## src/rtl/rtlola_cycle_monitor_pkg.sv

```systemverilog
// Shared types and sizing for the RTLola cycle monitor: stream width, timer period, queue depth.
// Queue entries carry the sampled input value plus the pacing bits decided at push time.
package rtlola_cycle_monitor_pkg;

   localparam int DATA_W        = 64;
   localparam int PERIOD_CYCLES = 500;
   localparam int QUEUE_DEPTH   = 4;

   typedef struct packed {
      logic in0;
      logic out0;
      logic out1;
   } pacing_t;

   typedef struct packed {
      logic signed [DATA_W-1:0] value;
      pacing_t                  pacing;
   } entry_t;

   localparam int ENTRY_W = $bits(entry_t);

endpackage

```

## src/rtl/rtlola_event_queue.sv

```systemverilog
// Synchronous FIFO; pushed data is readable at the head the cycle after the push edge.
// Push while full is dropped (push_ack=0); pop while empty is ignored (pop_ack=0).
module rtlola_event_queue #(
   parameter int WIDTH = 8,
   parameter int DEPTH = 4
) (
   input  logic             clk,
   input  logic             rst,
   input  logic             push_req,
   input  logic [WIDTH-1:0] push_dat,
   output logic             push_ack,
   input  logic             pop_req,
   output logic [WIDTH-1:0] pop_dat,
   output logic             pop_ack,
   output logic             empty
);

   localparam int PTR_W = (DEPTH > 1) ? $clog2(DEPTH) : 1;
   localparam int CNT_W = $clog2(DEPTH + 1);
   localparam logic [PTR_W-1:0] PTR_LAST = PTR_W'(DEPTH - 1);

   logic [WIDTH-1:0] mem_q [DEPTH];
   logic [WIDTH-1:0] mem_d [DEPTH];
   logic [PTR_W-1:0] wr_ptr_q, wr_ptr_d;
   logic [PTR_W-1:0] rd_ptr_q, rd_ptr_d;
   logic [CNT_W-1:0] cnt_q, cnt_d;
   logic             full;

   assign full     = (cnt_q == CNT_W'(DEPTH));
   assign empty    = (cnt_q == '0);
   assign push_ack = push_req & ~full;
   assign pop_ack  = pop_req & ~empty;
   assign pop_dat  = mem_q[rd_ptr_q];

   always_comb begin
      mem_d    = mem_q;
      wr_ptr_d = wr_ptr_q;
      rd_ptr_d = rd_ptr_q;
      cnt_d    = cnt_q;
      if (push_ack) begin
         mem_d[wr_ptr_q] = push_dat;
         wr_ptr_d        = (wr_ptr_q == PTR_LAST) ? '0 : wr_ptr_q + PTR_W'(1);
      end
      if (pop_ack) begin
         rd_ptr_d = (rd_ptr_q == PTR_LAST) ? '0 : rd_ptr_q + PTR_W'(1);
      end
      case ({push_ack, pop_ack})
         2'b10:   cnt_d = cnt_q + CNT_W'(1);
         2'b01:   cnt_d = cnt_q - CNT_W'(1);
         default: cnt_d = cnt_q;
      endcase
   end

   always_ff @(posedge clk) begin
      if (!rst) begin
         wr_ptr_q <= '0;
         rd_ptr_q <= '0;
         cnt_q    <= '0;
      end else begin
         wr_ptr_q <= wr_ptr_d;
         rd_ptr_q <= rd_ptr_d;
         cnt_q    <= cnt_d;
      end
   end

   // Storage needs no reset: the occupancy count gates every read.
   always_ff @(posedge clk) begin
      mem_q <= mem_d;
   end

endmodule

```

## src/rtl/rtlola_cycle_monitor.sv

```systemverilog
// RTLola monitor top: timer + input events feed the event queue; evaluator pops one entry per cycle.
// Event at edge E is popped in cycle E..E+1, results registered at E+1; en low freezes all state.
module rtlola_cycle_monitor
   import rtlola_cycle_monitor_pkg::*;
(
   input  logic                     clk,
   input  logic                     rst,
   input  logic                     en,
   input  logic signed [DATA_W-1:0] input_0,
   input  logic                     new_input_0,
   output logic signed [DATA_W-1:0] output_0,
   output logic                     output_0_aktv,
   output logic signed [DATA_W-1:0] output_1,
   output logic                     output_1_aktv,
   output logic                     q_push,
   output logic                     q_pop,
   output logic                     q_push_valid,
   output logic                     q_pop_valid,
   output logic                     pacing_in0,
   output logic                     pacing_out0_0,
   output logic                     pacing_out1_0
);

   localparam int CNT_W = $clog2(PERIOD_CYCLES);
   localparam logic [CNT_W-1:0]         CNT_LAST = CNT_W'(PERIOD_CYCLES - 1);
   localparam logic signed [DATA_W-1:0] ONE      = DATA_W'(1);

   logic                     run;
   logic [CNT_W-1:0]         cnt_q, cnt_d;
   logic                     tick;
   entry_t                   push_ent;
   entry_t                   pop_ent;
   logic [ENTRY_W-1:0]       pop_dat;
   logic                     push_ack, pop_ack, q_empty;
   logic signed [DATA_W-1:0] out0_q, out0_d;
   logic signed [DATA_W-1:0] out1_q, out1_d;
   logic                     aktv0_q, aktv0_d;
   logic                     aktv1_q, aktv1_d;

   assign run = rst & en;

   // Tick fires in the cycle the counter sits at its last value, so the entry lands on the wrap edge.
   always_comb begin
      cnt_d = cnt_q;
      tick  = 1'b0;
      if (en) begin
         if (cnt_q == CNT_LAST) begin
            tick  = 1'b1;
            cnt_d = '0;
         end else begin
            cnt_d = cnt_q + CNT_W'(1);
         end
      end
   end

   always_comb begin
      push_ent.value       = input_0;
      push_ent.pacing.in0  = new_input_0;
      push_ent.pacing.out0 = new_input_0;
      push_ent.pacing.out1 = tick;
   end

   assign q_push = run & (new_input_0 | tick);
   assign q_pop  = run & ~q_empty;

   rtlola_event_queue #(
      .WIDTH (ENTRY_W),
      .DEPTH (QUEUE_DEPTH)
   ) u_queue (
      .clk      (clk),
      .rst      (rst),
      .push_req (q_push),
      .push_dat (push_ent),
      .push_ack (push_ack),
      .pop_req  (q_pop),
      .pop_dat  (pop_dat),
      .pop_ack  (pop_ack),
      .empty    (q_empty)
   );

   assign pop_ent       = pop_dat;
   assign q_push_valid  = push_ack;
   assign q_pop_valid   = pop_ack;
   assign pacing_in0    = pop_ack & pop_ent.pacing.in0;
   assign pacing_out0_0 = pop_ack & pop_ent.pacing.out0;
   assign pacing_out1_0 = pop_ack & pop_ent.pacing.out1;

   // Both hold reads use the registered values, so a doubly-paced entry sees the previous pair.
   always_comb begin
      out0_d  = out0_q;
      out1_d  = out1_q;
      aktv0_d = 1'b0;
      aktv1_d = 1'b0;
      if (pacing_out0_0) begin
         out0_d  = pop_ent.value + out1_q;
         aktv0_d = 1'b1;
      end
      if (pacing_out1_0) begin
         out1_d  = out0_q + ONE;
         aktv1_d = 1'b1;
      end
   end

   always_ff @(posedge clk) begin
      if (!rst) begin
         cnt_q   <= '0;
         out0_q  <= '0;
         out1_q  <= '0;
         aktv0_q <= 1'b0;
         aktv1_q <= 1'b0;
      end else begin
         cnt_q   <= cnt_d;
         out0_q  <= out0_d;
         out1_q  <= out1_d;
         aktv0_q <= aktv0_d;
         aktv1_q <= aktv1_d;
      end
   end

   assign output_0      = out0_q;
   assign output_1      = out1_q;
   assign output_0_aktv = aktv0_q;
   assign output_1_aktv = aktv1_q;

endmodule

```

## config.mk

```make
export PLATFORM = sky130hd
export DESIGN_NAME = rtlola_cycle_monitor
export DESIGN_NICKNAME = d
export VERILOG_FILES = /design/src/rtl/rtlola_cycle_monitor_pkg.sv /design/src/rtl/rtlola_event_queue.sv /design/src/rtl/rtlola_cycle_monitor.sv
export SDC_FILE = /design/constraint.sdc
export NUM_CORES = 1
export LEC_CHECK = 0
export CAP_MARGIN = 20
export CORE_MARGIN = 2
export CORE_UTILIZATION = 45
export CTS_CLUSTER_SIZE = 16
export DETAILED_ROUTE_END_ITERATION = 8
export GPL_TIMING_DRIVEN = 0
export HOLD_SLACK_MARGIN = 0.05
export PLACE_DENSITY = 0.66
export SYNTH_ARGS = -nofsm -noshare
export SYNTH_HDL_FRONTEND = slang
export SYNTH_HIERARCHICAL = 1
export SYNTH_SLANG_ARGS = --single-unit
```

## constraint.sdc

```tcl
create_clock -name clk -period 4.74 [get_ports clk]
set_clock_uncertainty 0.15 [all_clocks]
set_input_delay 0.948 -clock clk [delete_from_list [all_inputs] [get_ports clk]]
set_output_delay 0.948 -clock clk [all_outputs]
set_load 0.02 [all_outputs]
```

==> results.md <==
- Outcome: completed
- Bufs on Longest Clock Path: 3
- Starting DRC count in detailed routing: 1255
- Root Buffer: clkbuf_16
- Die width: between 200 and 250 um
- Setup crit end: output_0[57]$_SDFFE_PN0P_
- Synthesized area: 20000 sq um
- CP delay by family, top: compound AO/OA/AOI/OAI gates
- Avg Inst Size Synth: 11.9 sq um
- Slew Limit Fails: 0
- DRC Markers: 0
- Post-synth EDFFs: 268
- Most frequent cell after synthesis: edfxtp_1
- Kind of critical path: flop to flop
- Area growth from synthesis to layout: 21.6%
- Area contributors post-synth: edfxtp_1 (40%), dfxtp_1 (15%), mux4_2 (7.0%)
- CP cell instances: buf_6, clkbuf_4, mux4_2, ha_1, o211ai_1, a211o_1, a211oi_1, o2111ai_1, a21oi_2, a41oi_2, a21oi_2, o21ai_1, mux2i_1, a311o_1
- Count of cell types in the netlist: 83
- Synthesis-stage register bit count: 414
- Wire length of the first global-routing pass: 86800 um
- Slowest CP cell: mux4_2
- Most common library cells after synthesis: edfxtp_1 (268), nand2_1 (164), dfxtp_1 (146)
- Worst path bufs/invs: 2
- WL/cell: 22.3 um
- CP max stage delay: 550 ps
- Total track usage: between 20% and 30%
- Largest net degree at the start of global routing: 36
- Nets@finish: 2075
- Via count: between 10000 and 15000
- Min-delay worst type: flop to flop
- Clk pin slew, worst setup/hold paths: roughly 70 ps
- Syn_nets: 1822
- Post-DP HPWL: around 42000 um
- Core area: 44000 sq um
- Pwr per Cell Area: between 300 and 400 nW/um^2
- # IOs: 205
- Rows: 77
- H-tree levels: 2
- Worst setup margin: about 130 ps
- Final period utilization: 97.2%
- Worst-case reg-to-reg path depth: 14
- Finish-stage setup viols: 0
- Starting density of the core: 45.3%
- Synth area leader: edfxtp_1
- RSZ-0062 raised after global routing: true
- Post-layout minimum cycle time: 4610 ps
- CP dominant cell by count: a21oi_2
- Vias/cell: 5.74
- Crit. End Element: flop
- DP Cell Count: 2480
- Hold slack: 350 ps
- Cts bufs inserted: 45
- Worst Setup SP: u_queue/rd_ptr_q[0]$_SDFFE_PN0P_
- GRT overflow: 0
- Most used DFF post-synth: edfxtp_1
- Max Clock Freq: ~220 MHz
- Final wirelength: roughly 57000 um
- Worst reg2reg startpoint: u_queue/rd_ptr_q[0]$_SDFFE_PN0P_
- Max-cap viol count: 0
- Clk_lat worst skew: 590 ps
- DR pass1 iterations: 5
- Reg2reg end: output_0[57]$_SDFFE_PN0P_
- Crit path arrival time: 4940 ps
- CTS sink count: roughly 410
- Post-synthesis sequential area ratio: 55.0%
- Final Wtd Congestion: ~0.9
- Antenna cells: 0
- I/O Buffers: about 200
- Worst rel slew slack: 46.9%
- Final hold vios: 0
- Async SR Flop Fraction: 0%
- Leakage: 8.21 nW
- Worst slew pin tran: 796 ps
- Vias in the first global route: ~15000
- CP Launch Type: flop
- DIE AREA: 46000 sq um
- Initial antenna violation count: 0
- Pre-CTS WS: -2400 ps
- Layout cells sized above 1: 11.0%
- Finished Core Util: 55.1%
- Post-route antenna net violation count: 0
- Max Fanout on Critical Path: 10
- CTS tree: yes
- Worst reg2reg setup slack: 130 ps
- Yosys warnings: 6
- Yosys top cell area share: 40.3%
- Crit path depth: 14
- Worst VDD drop: around 0.00024 V
- Post-Syn Instances: around 1700
- Worst Path Required: 5070 ps
- Chip Height: between 200 and 250 um
- Finished Layout Cells: ~2600
-- metrics by stage --
step | TNS (ps) | power [mW] | area, sq um
after floorplan | 0 | 4.08 | 20000
after CTS | 0 | 7.54 | 24200
after global placement | -252720 | 4.21 | 22700
after global routing | -70.8 | 7.69 | 24300
after detailed placement | -82780 | 4.22 | 22800
final | 0 | 7.48 | 24300
-- cell families after synthesis --
logic type,synth area share [%]
compound gates,12.4
xor+xnor,4.57
fa+ha+maj,4.65
buf+inv,2.95
flops,55.0
mux,8.11
simple gates,12.3
-- worst min-delay path, stage by stage, from the launching register on --
cell and delay [ps]:
dfxtp_1 340, nand2_1 60, a21oi_1 50
-- final cells by class --
class | instances | area (sq um)
Fill cell | 3804 | 19800
Sequential cell | 414 | 11000
Multi-Input combinational cell | 1141 | 8430
Timing Repair Buffer | 207 | 2110
Clock buffer | 54 | 1170
Tap cell | 592 | 741
Buffer | 88 | 500
Clock inverter | 29 | 205
Inverter | 37 | 139
-- placed cells by master (no fill, tap or decap), drive strengths merged, types with 6 or more instances in the layout --
master	instances
nor4	6
ha	71
a21oi	129
nor3	21
nor2	133
a211oi	56
a311oi	13
clkbuf	117
or3	20
o21bai	16
a31oi	9
dfxtp	146
xnor2	46
nand3	54
xor2	58
nand2b	6
and4	8
a211o	8
buf	29
and2	11
o21ai	78
nor2b	6
o31ai	8
o211ai	8
o21a	6
mux2i	9
clkinv	20
and3	23
edfxtp	268
inv	40
mux4	67
nand4	37
a21o	19
clkdlybuf4s50	200
nand2	166
-- per-layer routing --
metal	up-vias	GRT usage, %	wire [um]
met3	95	4.61	3810
met1	7252	33.4	25100
li1	6872	-	-
met4	0	8.22	1650
met5	-	0	0
met2	488	40.1	26700
-- worst min path at each step --
| stage | from | endpoint | slack [ps] | cells past startpoint |
|---|---|---|---|---|
| final | output_0[41]$_SDFFE_PN0P_ | output_0[41]$_SDFFE_PN0P_ | 350 | 2 |
| after global routing | output_0[43]$_SDFFE_PN0P_ | output_0[43]$_SDFFE_PN0P_ | 370 | 2 |
| after CTS | output_0[41]$_SDFFE_PN0P_ | output_0[41]$_SDFFE_PN0P_ | 350 | 2 |
| after detailed placement | output_0[43]$_SDFFE_PN0P_ | output_0[43]$_SDFFE_PN0P_ | 340 | 2 |
| after global placement | output_0[41]$_SDFFE_PN0P_ | output_0[41]$_SDFFE_PN0P_ | 330 | 2 |
| after floorplan | u_queue/wr_ptr_q[1]$_SDFFE_PN0P_ | u_queue/wr_ptr_q[1]$_SDFFE_PN0P_ | 320 | 2 |
-- state kept, by name, summed over array words and instances (netlist names) --
name              cells
output_0             64
u_queue/cnt_q         3
u_queue/wr_ptr_q      2
u_queue/rd_ptr_q      2
output_1_aktv         1
u_queue/mem_q       268
output_1             64
output_0_aktv         1
cnt_q                 9
-- where the power goes --
part | total (mW) | switching (mW) | internal (mW)
sequential | 3.88 | 0.0114 | 3.86
combinational | 0.272 | 0.156 | 0.116
clock | 3.33 | 1.46 | 1.87
total | 7.48 | 1.63 | 5.85
-- repair_timing --
| item | CTS | global route |
|---|---|---|
| resized for setup | 27 | 12 |
| buffers inserted | 0 | 0 |
| endpoints found under the setup margin | 80 | 20 |
| hold buffers | 0 | 0 |
Power figures use the tool's default switching activity.
